--- src/rtl/reg_wb_buffer.sv ---
// reg_wb_buffer: circular write-back buffer between a producer and the
// register-file write port. Writes drain in acceptance order, one per cycle,
// unless hold is asserted. Pending writes can be forwarded to two read ports.
// Optional feature: define REG_WB_BUFFER_BYPASS_EN to build the forwarding
// comparators. Without it the bypass outputs are tied to zero.
module reg_wb_buffer #(
  parameter int DEPTH = 4,
  parameter int AW    = 5,
  parameter int DW    = 32
) (
  input  logic                   clk,
  input  logic                   rs,
  input  logic                   in_valid,
  output logic                   in_ready,
  input  logic [AW-1:0]          in_addr,
  input  logic [DW-1:0]          in_data,
  input  logic                   hold,
  output logic                   rf_en,
  output logic [AW-1:0]          rf_addr,
  output logic [DW-1:0]          rf_data,
  input  logic [AW-1:0]          rd_addr0,
  input  logic [AW-1:0]          rd_addr1,
  output logic                   byp_hit0,
  output logic                   byp_hit1,
  output logic [DW-1:0]          byp_data0,
  output logic [DW-1:0]          byp_data1,
  output logic [$clog2(DEPTH):0] count
);

  localparam int PW = $clog2(DEPTH);
  localparam int CW = PW + 1;

  logic [AW-1:0] addr_q [DEPTH];
  logic [DW-1:0] data_q [DEPTH];
  logic [PW-1:0] head_q, head_d;
  logic [PW-1:0] tail_q, tail_d;
  logic [CW-1:0] count_q, count_d;
  logic          pushEn;
  logic          popEn;

  // Handshake and drain control; all outputs are quiet while reset is held,
  // and register index 0 is accepted but never stored.
  always_comb begin
    in_ready = !rs || (count_q < CW'(DEPTH));
    rf_en    = rs && (count_q != '0) && !hold;
    pushEn   = rs && in_valid && (count_q < CW'(DEPTH)) && (in_addr != '0);
    popEn    = rf_en;
    rf_addr  = addr_q[head_q];
    rf_data  = data_q[head_q];
    count    = count_q;
  end

  // Next-state pointers and occupancy; a push and a pop together cancel out.
  always_comb begin
    head_d  = popEn  ? head_q + PW'(1) : head_q;
    tail_d  = pushEn ? tail_q + PW'(1) : tail_q;
    count_d = count_q + CW'(pushEn) - CW'(popEn);
  end

  // Pointer and occupancy registers; reset wins over any push or pop.
  always_ff @(posedge clk) begin
    if (!rs) begin
      head_q  <= '0;
      tail_q  <= '0;
      count_q <= '0;
    end else begin
      head_q  <= head_d;
      tail_q  <= tail_d;
      count_q <= count_d;
    end
  end

  // Entry storage written at the tail; contents need no reset because
  // occupancy alone decides which entries are live.
  always_ff @(posedge clk) begin
    if (pushEn) begin
      addr_q[tail_q] <= in_addr;
      data_q[tail_q] <= in_data;
    end
  end

`ifdef REG_WB_BUFFER_BYPASS_EN
  logic [PW-1:0] scanIdx;

  // Scan live entries oldest to youngest so the last match (nearest the
  // tail) wins; the head stays visible in the cycle it drains and the
  // request being pushed this cycle is not yet in storage.
  always_comb begin
    byp_hit0  = 1'b0;
    byp_hit1  = 1'b0;
    byp_data0 = '0;
    byp_data1 = '0;
    scanIdx   = '0;
    if (rs) begin
      for (int i = 0; i < DEPTH; i++) begin
        scanIdx = head_q + PW'(i);
        if (CW'(i) < count_q) begin
          if ((rd_addr0 != '0) && (addr_q[scanIdx] == rd_addr0)) begin
            byp_hit0  = 1'b1;
            byp_data0 = data_q[scanIdx];
          end
          if ((rd_addr1 != '0) && (addr_q[scanIdx] == rd_addr1)) begin
            byp_hit1  = 1'b1;
            byp_data1 = data_q[scanIdx];
          end
        end
      end
    end
  end
`else
  logic unusedRdAddr;

  // Forwarding is not built: the read indices are ignored and no hit is
  // ever reported.
  always_comb begin
    byp_hit0     = 1'b0;
    byp_hit1     = 1'b0;
    byp_data0    = '0;
    byp_data1    = '0;
    unusedRdAddr = ^{rd_addr0, rd_addr1};
  end
`endif

endmodule

--- config.mk ---
export PLATFORM = sky130hd
export DESIGN_NAME = reg_wb_buffer
export DESIGN_NICKNAME = d
export VERILOG_FILES = /design/src/rtl/reg_wb_buffer.sv
export SDC_FILE = /design/constraint.sdc
export NUM_CORES = 1
export LEC_CHECK = 0
export ABC_AREA = 1
export BUFFER_PORTS_ARGS = -buffer_cell sky130_fd_sc_hd__buf_4
export CAP_MARGIN = 15
export CORE_MARGIN = 2
export CORE_UTILIZATION = 45
export DETAILED_ROUTE_END_ITERATION = 10
export PLACE_DENSITY = 0.72
export SETUP_SLACK_MARGIN = 0.3
export SYNTH_ARGS = -nofsm -noshare
export SYNTH_HDL_FRONTEND = slang
export SYNTH_SLANG_ARGS = --single-unit
--- constraint.sdc ---
create_clock -name clk -period 3.3 [get_ports clk]
set_input_delay 0.33 -clock clk [delete_from_list [all_inputs] [get_ports clk]]
set_output_delay 0.33 -clock clk [all_outputs]
set_load 0.02 [all_outputs]
==> flow_summary.yaml, run 1 <==
sta:
  finalHoldViolations: 0
  holdWs_ns: 0.105
  fin_crit_sh: 0.721
  fmax_mhz: 420
  setup-tns-final_ns: 0
  finalSetupViolCount: 0
  finClkSkew_ns: 0.00503
  final-max-slew-violation-count: 0
  rsz0062_at_grt: "false"
  worst_slew_pin_slew_ns: 0.719
  fin_crit_ns: 2.38
  max_slew_margin: 0.521
worst_setup_path:
  required_ns: 2.97
  critPathKind: "flop to output pin"
  crit_arrival_ns: 2.05
  end_kind: "output pin"
  rr_worst_depth: 9
  cp_max_fo: 38
  r2r_start: "count[2]$_SDFF_PN0_"
  start_kind: "flop"
synth:
  synth_area_per_cell_um2: 13.0
  netlist_instances: 499
  netlist_area_um2: 6500
  ys.warnings.count: 0
  seq_area_frac_synth: 0.711
  synth-seq-cells: 157
  synth_cell_types: 22
placed_design:
  numPortBuffers: 82
  place_inst: 745
  post-dp-hpwl_mm: 7.52
  gp_congestion: 0.712
  dpl_cell_area_um2: 7090
floorplanning:
  start_util: 0.465
  num_rows: 43
  io_pins: 159
  die_h_um: 124
  dieArea_um2: 15400
  die_w_um: 124
  core_area_um2: 14000
power:
  clkPwrFrac: 0.355
  p_leak_nw: 2.89
  peakVddDrop_mv: 0.369
  p_comb_frac: 0.189
  p_switching_w: 0.00139
  switching_share: 0.269
  power.internal_w: 0.00378
  seqPwrFrac: 0.456
  cellPowerDensity_nw_per_um2: 675
global_route:
  grt_antenna_before_repair: 0
  grt_max_degree: 75
  grt_usage: 0.161
  first_global_vias: 3782
  gr-total-overflow: 0
  grt_pass1_wl_mm: 19.1
cells_and_area:
  area_growth_pct: 17.7
  design_area_um2: 7650
  final_common_cell: "edfxtp_1"
  layout.cells.non_filler: 777
  mostFrequentLayoutCells: "edfxtp_1, buf_4, nor2_1, conb_1, o21ai_0"
  num_antenna_cells: 0
  fin_nets: 642
  drive_above_1_share: 0.209
worst_hold_path:
  min_delay_path_depth: 1
  hold_class: "input pin to flop"
  min-delay-start: "in_data[29]"
drt:
  drt_wl_total_mm: 12.2
  first_pass_iters: 4
  first_iter_violations: 290
  avgViaCountPerCell: 4.97
  wl_per_cell_um: 15.7
  drcViolationCount: 0
  ant_nets: 0
  num_vias: 3861
outcome:
  status: "finished clean"
clock_network:
  cts.sinks: 157
  cts_resized: 0
  cts_made_buffers: 17
  clk_latency_ns: 0.42
  postCtsSetupRepairBufs: 0
  clockRootBuffer: "clkbuf_16"
  cts_max_level: 4
  cts_buffer_depth: 2
  clk_pin_slew_worst_paths_ns: 0.06
  hold_buffers: 0
  cts_tree: "built"
flow_run:
  maxCapViolCount: 0
## flip-flops by register name (all words and copies together), names as in the netlist, named ones only
signal and flops:
addr_q 20, count 3, data_q 128, head_q 2
tail_q 2
## synth_stat cells (all sizes together)
master  instances  area share
edfxtp        148        0.68
nor2           89       0.052
buf            80       0.095
o21ai          76       0.058
o22ai          37       0.036
inv            20       0.012
nand2          13      0.0075
clkbuf         10      0.0060
dfxtp           9       0.028
ha              6       0.012
nand3           4      0.0031
a21oi           3      0.0023
and2            1     0.00096
conb            1     0.00058
fa              1      0.0031
xor2            1      0.0013
## worst paths after layout
| kind | end | slack, ns |
|---|---|---|
| worst min-delay path | data_q[0][29]$_DFFE_PP_ | 0.11 |
| worst max-delay path | rf_data[5] | 0.92 |
| worst max register to register | count[2]$_SDFF_PN0_ | 1.17 |
| worst min register to register | head_q[1]$_SDFFE_PN0P_ | 0.54 |
## logic make-up after synthesis
family | count (synthesis) | share of synthesized area
AOI/OAI and AO/OA | 116 | 0.0964
DFF | 157 | 0.711
and+or+nand+nor | 107 | 0.0633
xor gates and xnor gates | 1 | 0.00135
adders and majority gates | 7 | 0.0146
buffers and inverters | 110 | 0.113
other | 1 | 0.000576
## power by group through the flow
stage                     Combinational (W)  Clock, W  Sequential [W]
after floorplan                    0.000681         0         0.00239
after global placement             0.000967         0         0.00239
after detailed placement           0.000990         0         0.00240
after CTS                          0.000994   0.00186         0.00236
after global routing                0.00107   0.00196         0.00237
final                              0.000979   0.00183         0.00236
## per-stage QoR
stage           util  setup slack (ns)  total power, W
2_1_floorplan      -             0.501         0.00307
5_1_grt        0.547             0.708         0.00539
4_1_cts        0.547             0.874         0.00521
3_3_place_gp   0.507              1.02         0.00336
6_report       0.547             0.921         0.00517
3_5_place_dp   0.507             0.961         0.00339
## critical path, cell delays in order, from the launching register on
cell     delay (ns)
dfxtp_2        0.79
buf_12         0.28
o21ai_0        0.11
o22ai_1        0.25
buf_4          0.19
## cell type report
cell class	count	area (um^2)
repair buffers	91	746
clock inverters	9	93.8
multi-input cells	297	1420
clock buffers	23	468
flip-flops and latches	157	4630
well taps	180	225
inverters	20	75.1
fillers	1111	6330
## layer usage
layer	up-vias	part of all wire	GRT usage
met4	0	0.0087	0.0641
met1	1882	0.42	0.188
met5	-	0	0
met3	9	0.068	0.0572
met2	152	0.51	0.270
li1	1818	-	-
No activity file was read; power rests on OpenSTA's default activity.
==> inputs of run 2 (changes only) <==
Settings changed: PLACE_DENSITY 0.72 to 0.75.
Clock period 3.3 ns to 2 ns, I/O delays scaled along.
==> run 2 against run 1 <==
  * First-iteration DRC count increased by 24%
  * Sequential share of layout area shrank 9.7 points
  * Cell area grew 19%
  * Largest power group unchanged
  * Highest routed layer unchanged
==> flow_summary.yaml, run 2 (same netlist as run 1, synthesis figures left out) <==
worst_setup_path:
  r2r-end: "count[1]$_SDFF_PN0_"
  required_ns: 1.80
  crit_arrival_ns: 1.69
  rrSetupSlack_ns: 0.20
  rr_worst_depth: 10
  start_kind: "flop"
  cp_max_fo: 10
  end_kind: "output pin"
  r2r_start: "count[2]$_SDFF_PN0_"
  critPathKind: "flop to output pin"
floorplanning:
  start_util: 0.465
  core_area_um2: 14000
  die_w_um: 124
  dieArea_um2: 15400
  die_h_um: 124
  io_pins: 159
  num_rows: 43
cells_and_area:
  final_common_cell: "edfxtp_1"
  regMostFlops: "data_q"
  drive_above_1_share: 0.369
  mostFrequentLayoutCells: "edfxtp_1, buf_4, nor2_1, conb_1, dlygate4sd3_1"
  regArea_um2: 4640
  filler_cell_count: 948
  num_antenna_cells: 0
  fin_nets: 722
  area_growth_pct: 40.6
  postLayoutCoreUtil: 0.654
  multiInputGateArea_um2: 1850
  design_area_um2: 9140
  largest_register_ffs: 128
sta:
  final-max-slew-violation-count: 0
  holdWs_ns: 0.0483
  setup_ws_ns: 0.109
  setup-tns-final_ns: 0
  finalSetupViolCount: 0
  fmax_mhz: 529
  finalHoldViolations: 0
  fin_crit_ns: 1.89
  fin_crit_sh: 0.946
  finClkSkew_ns: 0.00895
  rsz0062_at_grt: "true"
placed_design:
  dpl_cell_area_um2: 7200
  place_ws_ns: 0.140
  numPortBuffers: 82
  gp_congestion: 0.739
  post-dp-hpwl_mm: 7.74
global_route:
  grt_max_degree: 24
  first_global_vias: 4303
  gr-total-overflow: 0
  grt_pass1_wl_mm: 22.0
  grt_usage: 0.186
  grt_antenna_before_repair: 0
drt:
  first_pass_iters: 5
  first_iter_violations: 359
  drcViolationCount: 0
  wl_per_cell_um: 18.0
  drt_wl_total_mm: 15.5
  ant_nets: 0
  avgViaCountPerCell: 5.07
  num_vias: 4347
flow_run:
  maxCapViolCount: 0
worst_hold_path:
  hold_class: "input pin to flop"
  hold_end: "count[0]$_SDFF_PN0_"
  min_delay_path_depth: 3
  min-delay-start: "rs"
outcome:
  status: "finished clean"
clock_network:
  clockRootBuffer: "clkbuf_16"
  cts_buffer_depth: 2
  cts_made_buffers: 17
  clk_latency_ns: 0.42
  clk_pin_slew_worst_paths_ns: 0.06
  cts_tree: "built"
  cts.sinks: 157
  cts_max_level: 4
power:
  p_leak_nw: 3.46
  cellPowerDensity_nw_per_um2: 1080
  peakVddDrop_mv: 0.720
run 2: power breakdown:
part	total, W	switching [W]	internal (W)
clock	0.00312	0.00119	0.00193
sequential	0.00389	0.000101	0.00379
combinational	0.00288	0.00152	0.00136
run 2: area by class of cell:
class / count / share of cell area
Multi-Input combinational cell: 297 / 0.203
Sequential cell: 157 / 0.508
Inverter: 20 / 0.00985
Timing Repair inverter: 1 / 0.000684
Tap cell: 180 / 0.0246
Timing Repair Buffer: 170 / 0.192
Clock buffer: 25 / 0.0531
Clock inverter: 7 / 0.00985
run 2: how the worst max path moves through the flow:
stage / cells past startpoint / end
finish: 6 / rf_data[8]
global route: 6 / rf_data[8]
CTS: 4 / rf_data[6]
detailed placement: 10 / count[1]$_SDFF_PN0_
global placement: 10 / count[1]$_SDFF_PN0_
floorplan: 10 / count[1]$_SDFF_PN0_
run 2: timing repair:
item | in CTS | in global routing
setup buffers | 19 | 3
hold buffers | 37 | 0
resized for setup | 41 | 119
endpoints found under the setup margin | 39 | 41
pin swaps | 13 | 32
gates cloned | 6 | 5
endpoints found under the hold margin | 148 | 0
run 2: critical path: stages, from the launching register on:
cell and delay, ns:
dfxtp_4 0.45, clkinv_8 0.12, buf_12 0.15, buf_16 0.15
o21ai_4 0.17, o22ai_2 0.08, buf_6 0.13
run 2: routing by layer:
layer | vias up | share of wire | GRT usage
met1 | 2123 | 0.40 | 0.221
met2 | 214 | 0.52 | 0.321
met5 | - | 0 | 0
li1 | 1991 | - | -
met4 | 0 | 0.014 | 0.0588
met3 | 19 | 0.068 | 0.0581
run 2: through the flow:
| step | power, W | cells |
|---|---|---|
| finish | 0.00990 | 857 |
| global route | 0.0102 | 857 |
| CTS | 0.00940 | 849 |
| detailed placement | 0.00568 | 755 |
| global placement | 0.00561 | 755 |
| floorplan | 0.00513 | 564 |
